[src/rtl/mac_pkg.sv]
// Shared definitions for the MAC operand FIFO: default geometry and pop-count encoding.
package mac_pkg;

  // Default geometry of the operand store.
  localparam int MAC_DATA_WIDTH = 8;
  localparam int MAC_DEPTH      = 4;

  // Number of words removed by one read handshake.
  localparam logic [1:0] POP_NONE = 2'd0;
  localparam logic [1:0] POP_ONE  = 2'd1;
  localparam logic [1:0] POP_PAIR = 2'd2;

  // Encode how many words a read handshake removes.
  function automatic logic [1:0] pop_sel(input logic pop, input logic single);
    logic [1:0] sel;
    if (!pop) begin
      sel = POP_NONE;
    end else if (single) begin
      sel = POP_ONE;
    end else begin
      sel = POP_PAIR;
    end
    return sel;
  endfunction

endpackage

[src/rtl/mac_buf_ram.sv]
// Operand register array: one synchronous write port, two asynchronous read ports.
// Contents are deliberately not reset; the FIFO control never reads an unwritten
// entry while its read data is marked valid.
module mac_buf_ram
  import mac_pkg::*;
#(
  parameter int DATA_WIDTH = MAC_DATA_WIDTH,
  parameter int DEPTH      = MAC_DEPTH,
  parameter int ADDR_WIDTH = $clog2(DEPTH)
) (
  input  logic                  clk,
  input  logic                  we,
  input  logic [ADDR_WIDTH-1:0] waddr,
  input  logic [DATA_WIDTH-1:0] wdata,
  input  logic [ADDR_WIDTH-1:0] raddr1,
  input  logic [ADDR_WIDTH-1:0] raddr2,
  output logic [DATA_WIDTH-1:0] rdata1,
  output logic [DATA_WIDTH-1:0] rdata2
);

  logic [DATA_WIDTH-1:0] mem_q [DEPTH];

  // Write the addressed entry on an enabled clock edge.
  always_ff @(posedge clk) begin
    if (we) begin
      mem_q[waddr] <= wdata;
    end
  end

  // Both read ports are pure combinational lookups (show-ahead).
  always_comb begin
    rdata1 = mem_q[raddr1];
    rdata2 = mem_q[raddr2];
  end

endmodule

[src/rtl/mac_operand_fifo.sv]
// Circular operand store feeding the MAC datapath: one-word pushes, pair or
// single-word pops, occupancy tracking and synchronous flush.
module mac_operand_fifo
  import mac_pkg::*;
#(
  parameter int DATA_WIDTH = MAC_DATA_WIDTH,
  parameter int DEPTH      = MAC_DEPTH,
  parameter int ADDR_WIDTH = $clog2(DEPTH),
  parameter int CNT_WIDTH  = $clog2(DEPTH) + 1
) (
  input  logic                  clk,
  input  logic                  rst_n,
  input  logic                  flush,
  input  logic                  wr_valid,
  output logic                  wr_ready,
  input  logic [DATA_WIDTH-1:0] wr_data,
  input  logic                  rd_single,
  output logic                  rd_valid,
  input  logic                  rd_ready,
  output logic [DATA_WIDTH-1:0] data_out1,
  output logic [DATA_WIDTH-1:0] data_out2,
  output logic [CNT_WIDTH-1:0]  count,
  output logic                  full,
  output logic                  empty
);

  logic [ADDR_WIDTH-1:0] wr_ptr_q, wr_ptr_d;
  logic [ADDR_WIDTH-1:0] rd_ptr_q, rd_ptr_d;
  logic [CNT_WIDTH-1:0]  count_q,  count_d;

  logic                  push;
  logic                  pop;
  logic [1:0]            pop_n;
  logic                  ram_we;
  logic [ADDR_WIDTH-1:0] rd_ptr_nxt1;
  logic [DATA_WIDTH-1:0] ram_rdata1;
  logic [DATA_WIDTH-1:0] ram_rdata2;

  // Flow-control decodes; they depend only on the count register so
  // uninitialised memory can never reach them.
  always_comb begin
    full     = (count_q == CNT_WIDTH'(DEPTH));
    empty    = (count_q == {CNT_WIDTH{1'b0}});
    wr_ready = !full;
    count    = count_q;
    if (rd_single) begin
      rd_valid = (count_q >= CNT_WIDTH'(1));
    end else begin
      rd_valid = (count_q >= CNT_WIDTH'(2));
    end
  end

  // Handshake qualification; a push is refused when full even if a pop
  // frees space in the same cycle (no bypass path).
  always_comb begin
    push   = wr_valid && wr_ready;
    pop    = rd_valid && rd_ready;
    pop_n  = pop_sel(pop, rd_single);
    ram_we = push && !flush;
  end

  // Next pointer and occupancy; flush wins over any concurrent push or pop.
  always_comb begin
    wr_ptr_d = wr_ptr_q;
    rd_ptr_d = rd_ptr_q;
    count_d  = count_q;
    if (flush) begin
      wr_ptr_d = {ADDR_WIDTH{1'b0}};
      rd_ptr_d = {ADDR_WIDTH{1'b0}};
      count_d  = {CNT_WIDTH{1'b0}};
    end else begin
      if (push) begin
        wr_ptr_d = wr_ptr_q + ADDR_WIDTH'(1);
      end else begin
        wr_ptr_d = wr_ptr_q;
      end
      case (pop_n)
        POP_ONE:  rd_ptr_d = rd_ptr_q + ADDR_WIDTH'(1);
        POP_PAIR: rd_ptr_d = rd_ptr_q + ADDR_WIDTH'(2);
        default:  rd_ptr_d = rd_ptr_q;
      endcase
      count_d = count_q + CNT_WIDTH'(push) - CNT_WIDTH'(pop_n);
    end
  end

  // State registers, cleared asynchronously; memory contents are left alone.
  always_ff @(posedge clk or negedge rst_n) begin
    if (!rst_n) begin
      wr_ptr_q <= {ADDR_WIDTH{1'b0}};
      rd_ptr_q <= {ADDR_WIDTH{1'b0}};
      count_q  <= {CNT_WIDTH{1'b0}};
    end else begin
      wr_ptr_q <= wr_ptr_d;
      rd_ptr_q <= rd_ptr_d;
      count_q  <= count_d;
    end
  end

  // Second read index wraps naturally because DEPTH is a power of two.
  always_comb begin
    rd_ptr_nxt1 = rd_ptr_q + ADDR_WIDTH'(1);
  end

  mac_buf_ram #(
    .DATA_WIDTH (DATA_WIDTH),
    .DEPTH      (DEPTH),
    .ADDR_WIDTH (ADDR_WIDTH)
  ) u_ram (
    .clk    (clk),
    .we     (ram_we),
    .waddr  (wr_ptr_q),
    .wdata  (wr_data),
    .raddr1 (rd_ptr_q),
    .raddr2 (rd_ptr_nxt1),
    .rdata1 (ram_rdata1),
    .rdata2 (ram_rdata2)
  );

  // Show-ahead read data; the second word is forced to zero in single mode.
  always_comb begin
    data_out1 = ram_rdata1;
    if (rd_single) begin
      data_out2 = {DATA_WIDTH{1'b0}};
    end else begin
      data_out2 = ram_rdata2;
    end
  end

endmodule
[config.mk]
export PLATFORM = sky130hd
export DESIGN_NAME = mac_operand_fifo
export DESIGN_NICKNAME = d
export VERILOG_FILES = /design/src/rtl/mac_pkg.sv /design/src/rtl/mac_buf_ram.sv /design/src/rtl/mac_operand_fifo.sv
export SDC_FILE = /design/constraint.sdc
export NUM_CORES = 1
export LEC_CHECK = 0
export CORE_UTILIZATION = 55
export CTS_CLUSTER_SIZE = 40
export DETAILED_ROUTE_END_ITERATION = 10
export MAX_ROUTING_LAYER = met4
export PLACE_DENSITY = 0.93
export REMOVE_ABC_BUFFERS = 1
export SYNTH_ARGS = -nofsm -noshare
export SYNTH_HDL_FRONTEND = slang
export SYNTH_SLANG_ARGS = --single-unit
[constraint.sdc]
create_clock -name clk -period 4 [get_ports clk]
set_clock_uncertainty 0.1 [all_clocks]
set_input_delay 0.8 -clock clk [delete_from_list [all_inputs] [get_ports clk]]
set_output_delay 0.8 -clock clk [all_outputs]
set_load 0.01 [all_outputs]
==> results.sh, run 1 <==
export IMPL_reg2reg_depth=12
export IMPL_clk_latency_ps=350
export IMPL_report_power_total_mw=1.226
export IMPL_n_antenna_cell=0
export IMPL_cts_max_level=2
export IMPL_post_route_period_util_pct=83.22
export IMPL_critPathTopFamily="buffers and inverters"
export IMPL_die_y_um=61.19
export IMPL_final_min_clock_period_ps=3329
export IMPL_die_area_sq_mm=0.003744
export IMPL_cts_sinks=39
export IMPL_place_congestion=0.6954
export IMPL_tns_ps=0
export IMPL_met2_usage_pct=30.90
export IMPL_finalMaxSlewViolations=0
export IMPL_place_ws_ps=868.0
export IMPL_postCtsHoldBufs=0
export IMPL_dp_hpwl_um=2438
export IMPL_drive_gt1_share_pct=17.53
export IMPL_grt_pass1_vias=1095
export IMPL_ant_nets=0
export IMPL_hp_start="wr_ptr_q[1]"
export IMPL_min_to="wr_ptr_q[1]"
export IMPL_cts_tree="yes"
export IMPL_worstMarginPinSlew_ps=714.7
export IMPL_hold_class="register to register"
export IMPL_use_met3_pct=5.462
export IMPL_synth_most_common_cell="edfxtp_1"
export IMPL_nFillCells=223
export IMPL_rsz0062_at_grt="no"
export IMPL_start_kind="register"
export IMPL_synth_seq_area_share_pct=58.96
export IMPL_viasPerCell=5.785
export IMPL_synthDistinctLibCells=28
export IMPL_gr_usage_all_layers_pct=20.97
export IMPL_setup_violations_final=0
export IMPL_path_max_fanout=10
export IMPL_fin_ws_ps=671.1
export IMPL_synth_edff_count=32
export IMPL_yosysTopAreaCell="edfxtp_1"
export IMPL_avgRoutedWirePerCell_um=16.95
export IMPL_antenna_found_initial=0
export IMPL_cp_required_ps=3100
export IMPL_rows=21
export IMPL_postSynthAreaPerCell_sq_um=16.90
export IMPL_grt_met1_usage_pct=23.97
export IMPL_netlist_area_leader_share_pct=49.87
export IMPL_drc=0
export IMPL_final_nets=175
export IMPL_slew_headroom_pct=52.35
export IMPL_reg2reg_to="count[2]"
export IMPL_cts_buffers=5
export IMPL_leakage_nw=0.8629
export IMPL_grt_busiest_layer="met2"
export IMPL_synth_top_flop_cell="edfxtp_1"
export IMPL_die_w_um=61.19
export IMPL_wirelength_um=3390
export IMPL_start_util_pct=57.74
export IMPL_grt_ovfl_total=0
export IMPL_grt_start_max_net_pins=19
export IMPL_postCtsResizedCells=0
export IMPL_postSynthCellCount=114
export IMPL_grt_pass1_wl_um=5043
export IMPL_area_delta_synth_final_pct=24.03
export IMPL_drv_cap=0
export IMPL_rrSetupSlack_ps=1730
export IMPL_async_flop_share_pct=17.95
export IMPL_final_util_pct=71.62
export IMPL_critPathBufInv=2
export IMPL_cts_root_buf="clkbuf_4"
export IMPL_fmax_mhz=300.4
export IMPL_synth_commonest_cells="32 x edfxtp_1, 15 x mux4_2, 12 x and2_1"
export IMPL_clockBufferDepth=2
export IMPL_post_cts_setup_buffer_count=0
export IMPL_slowest_delay_ps=620
export IMPL_reg2reg_from="count[1]"
export IMPL_io_buffer_count=36
export IMPL_drt_initial_drc_count=31
export IMPL_synth_area_leaders="edfxtp_1 50%, mux4_2 18%, dfrtp_1 9.1%"
export IMPL_irDropWorstVdd_uv=326.7
export IMPL_slowest_stage="dfrtp_1"
export IMPL_endpoint_kind="output pin"
export IMPL_clk_pin_slew_ps=110
export IMPL_boundaryPins=37
export IMPL_path_cells="buf_4 > mux4_2 > and2_1 > clkdlybuf4s50_1"
export IMPL_synth_seq_cells=39
export IMPL_p_per_area_mw_per_mm2=513.1
export IMPL_yosys_warnings=0
export IMPL_outcome="finished, final reports clean"
export IMPL_route_vias_total=1157
export IMPL_critPathArrivalTime_ps=2430
export IMPL_hold_violations=0
export IMPL_synth_area_sq_mm=0.001927
export IMPL_critPathKind="register to output pin"
export IMPL_drtPass1Iterations=4
export IMPL_min_path_cells=2
export IMPL_core_area_sq_mm=0.003337
==> cells in the final DEF (no fill, tap or decap), types with 2 or more instances in the layout <==
cell and n:
clkbuf_4 5, nor2_1 6, dfrtp_1 7, and2_1 12, nor3_1 2, clkdlybuf4s50_1 36, nor2b_1 2, xnor2_1 2
mux4_2 15, nand2b_1 2, inv_1 8, o211ai_1 2, ha_1 7, edfxtp_1 32
==> kinds of logic (layout without fill, tap and decap cells) <==
kind of cell,count (synthesis),count (layout),synth area share [%]
xor gates and xnor gates,3,3,1.364
DFF,39,39,58.96
AOI/OAI and AO/OA,6,6,2.272
muxes,18,18,20.00
buffers and inverters,14,54,4.285
and+or+nand+nor,26,26,7.533
adders and majority gates,8,8,5.584
==> per-layer routing <==
| metal | part of all wire (%) | routed length (um) |
|---|---|---|
| met2 | 52 | 1761 |
| met5 | 0 | 0 |
| met1 | 38 | 1286 |
| met4 | 3.7 | 127 |
| met3 | 6.3 | 215 |
==> tightest hold or removal path, cell delays in order, from the launching register on <==
cell	delay [ps]
dfrtp_1	430
nand2b_1	100
mux2i_1	60
==> how the worst max path moves through the flow <==
stage | start | endpoint | cells after the start
global route | rd_ptr_q[0] | data_out2[6] | 4
global placement | rd_single | data_out2[1] | 4
detailed placement | rd_single | data_out2[1] | 4
finish | rd_ptr_q[0] | data_out2[6] | 4
floorplan | rd_ptr_q[0] | data_out2[1] | 2
CTS | rd_ptr_q[0] | data_out2[6] | 4
==> through the flow <==
step           cells  cell area, sq um  hold WS [ps]
3_3_place_gp     192              2303         470.3
3_5_place_dp     192              2303         514.8
6_report         200              2390         528.9
5_1_grt          200              2390         544.9
2_1_floorplan    109              1878         404.4
4_1_cts          200              2390         529.9
==> flip-flops by register name, indices dropped and copies added (netlist names) <==
| signal | count |
|---|---|
| wr_ptr_q | 2 |
| rd_ptr_q | 2 |
| u_ram.mem_q | 32 |
| count | 3 |
==> report_power, final <==
part / switching, mW / leakage [nW] / internal, mW
clock: 0.126 / 0.0482 / 0.148
sequential: 0.0536 / 0.384 / 0.476
combinational: 0.166 / 0.431 / 0.257
total: 0.346 / 0.863 / 0.880
==> area by class of cell <==
cell class	instances	area, sq um	share of cell area [%]
clock inverters	2	35.03	1.466
clock buffers	6	51.30	2.147
flip-flops and latches	39	1136	47.54
inverters	9	33.78	1.414
well taps	46	57.56	2.408
repair buffers	37	367.9	15.39
multi-input cells	61	708.2	29.63
No activity file was read; power rests on OpenSTA's default activity.
==> run 2: changes to the inputs <==
- CORE_UTILIZATION: 55 -> 51
- PLACE_DENSITY: 0.93 -> 0.88
- clock period: 4 -> 3.3 ns (I/O delays scaled with it)
==> results.sh, run 2 (synthesized netlist as in run 1, its figures left out) <==
export IMPL_outcome="finished, final reports clean"
export IMPL_fmax_mhz=345.1
export IMPL_grt_pass1_wl_um=5602
export IMPL_slew_headroom_pct=67.50
export IMPL_route_vias_total=1129
export IMPL_cts_max_level=2
export IMPL_grt_busiest_layer="met2"
export IMPL_drive_gt1_share_pct=16.67
export IMPL_layout_commonest_cell="clkdlybuf4s50_1"
export IMPL_regArea_sq_mm=0.001136
export IMPL_switchingPower_mw=0.4191
export IMPL_drc=0
export IMPL_gr_usage_all_layers_pct=20.45
export IMPL_drt_initial_drc_count=18
export IMPL_seqPwrFrac_pct=43.1
export IMPL_multiInputGateArea_sq_um=708.2
export IMPL_cts_sinks=39
export IMPL_drtPass1Iterations=4
export IMPL_critPathArrivalTime_ps=2140
export IMPL_finalMaxSlewViolations=0
export IMPL_leakage_nw=0.8656
export IMPL_core_area_sq_mm=0.003468
export IMPL_largest_register="u_ram.mem_q"
export IMPL_die_area_sq_mm=0.004028
export IMPL_hold_class="register to register"
export IMPL_path_max_fanout=11
export IMPL_post_cts_setup_buffer_count=0
export IMPL_grt_pass1_vias=1201
export IMPL_slowest_stage="dfrtp_1"
export IMPL_clk_latency_ps=290
export IMPL_die_y_um=63.47
export IMPL_setup_violations_final=0
export IMPL_wirelength_um=3491
export IMPL_clockBufferDepth=2
export IMPL_fin_ws_ps=402.2
export IMPL_tns_ps=0
export IMPL_hold_violations=0
export IMPL_start_util_pct=55.56
export IMPL_ant_nets=0
export IMPL_rsz0062_at_grt="no"
export IMPL_p_per_area_mw_per_mm2=606.9
export IMPL_cts_tree="yes"
export IMPL_final_nets=177
export IMPL_report_power_total_mw=1.456
export IMPL_place_area_sq_mm=0.002318
export IMPL_n_antenna_cell=0
export IMPL_grt_ovfl_total=0
export IMPL_endpoint_kind="output pin"
export IMPL_place_congestion=0.7943
export IMPL_post_route_period_util_pct=87.81
export IMPL_final_util_pct=69.16
export IMPL_combPwrFrac_pct=36.6
export IMPL_final_cell_area_sq_mm=0.002399
export IMPL_largest_reg_flops=32
export IMPL_met2_usage_pct=36.57
export IMPL_dp_hpwl_um=2573
export IMPL_io_buffer_count=36
export IMPL_final_min_clock_period_ps=2898
export IMPL_use_met3_pct=5.072
export IMPL_antenna_found_initial=0
export IMPL_area_delta_synth_final_pct=24.48
export IMPL_viasPerCell=5.589
export IMPL_critPathKind="register to output pin"
export IMPL_cp_required_ps=2540
export IMPL_cts_root_buf="clkbuf_8"
export IMPL_nFillCells=250
export IMPL_clkPwrFrac_pct=20.3
export IMPL_p_int_mw=1.037
export IMPL_boundaryPins=37
export IMPL_clk_pin_slew_ps=70
export IMPL_rows=21
export IMPL_slowest_delay_ps=640
export IMPL_cts_buffers=5
export IMPL_die_w_um=63.47
export IMPL_path_cells="buf_4 > mux4_2 > and2_1 > clkdlybuf4s50_1"
export IMPL_place_ws_ps=433.5
export IMPL_layout_common_cells="36 x clkdlybuf4s50_1, 32 x edfxtp_1, 15 x mux4_2"
export IMPL_irDropWorstVdd_uv=360.9
export IMPL_drv_cap=0
export IMPL_worstMarginPinSlew_ps=487.5
export IMPL_postCtsResizedCells=0
export IMPL_start_kind="register"
export IMPL_grt_start_max_net_pins=12
export IMPL_p_sw_share_pct=28.79
export IMPL_avgRoutedWirePerCell_um=17.28
export IMPL_grt_met1_usage_pct=20.52
export IMPL_postCtsHoldBufs=0
## run 2: changes by cell type in the layout (fill, tap and decap cells not counted), sizes merged
cell / before / now
buf: 1 / 3
clkinv: 1 / 2
bufinv: 1 / 0
## run 2: power by group through the flow
| stage | Clock [mW] | Combinational (mW) | Sequential, mW |
|---|---|---|---|
| final | 0.295 | 0.533 | 0.628 |
| after global routing | 0.326 | 0.580 | 0.634 |
| after CTS | 0.303 | 0.542 | 0.627 |
| after detailed placement | 0 | 0.538 | 0.638 |
| after global placement | 0 | 0.522 | 0.632 |
| after floorplan | 0 | 0.265 | 0.655 |
## run 2: layer usage
layer  vias to the layer above  wire length, um
li1                        517                -
met4                         0               78
met5                         -                0
met3                         8               99
met2                        24             1973
met1                       580             1340
## run 2: critical path, delay by kind of cell (launching register included)
kind | cells | cell delay, ps
buffers and inverters | 2 | 740
multiplexers | 1 | 300
AND/OR/NAND/NOR | 1 | 170
flip-flops | 1 | 640
## run 2: layout make-up
class	instances	area share, %
sequential	39	47.37
inverter	9	1.408
tap	46	2.400
multi-input combinational	61	29.53
timing repair buffer	39	15.96
clock inverter	2	0.3130
clock buffer	6	3.026
## run 2: per-stage QoR
stage | std cells | hold WS, ps
2_1_floorplan | 109 | 264.4
3_3_place_gp | 194 | 470.4
3_5_place_dp | 194 | 508.3
4_1_cts | 202 | 518.5
5_1_grt | 202 | 530.5
6_report | 202 | 514.3
## run 2: final timing paths
check / startpoint / slack, ps / cells after the start / end
worst max register to register: count[1] / 1060 / 12 / count[2]
worst min-delay path: wr_ptr_q[0] / 510 / 2 / wr_ptr_q[0]
worst min register to register: wr_ptr_q[0] / 510 / 2 / wr_ptr_q[0]
worst max-delay path: rd_ptr_q[1] / 400 / 4 / data_out2[5]
min in group asynchronous: rst_n / 520 / 1 / rd_ptr_q[1]
max in group asynchronous: rst_n / 2360 / 1 / wr_ptr_q[0]
==> run 3: changes to the inputs <==
- SLEW_MARGIN: not set -> 20
==> results of run 3 <==
Same layout as run 2: the final DEF is identical, and so are final timing and power.
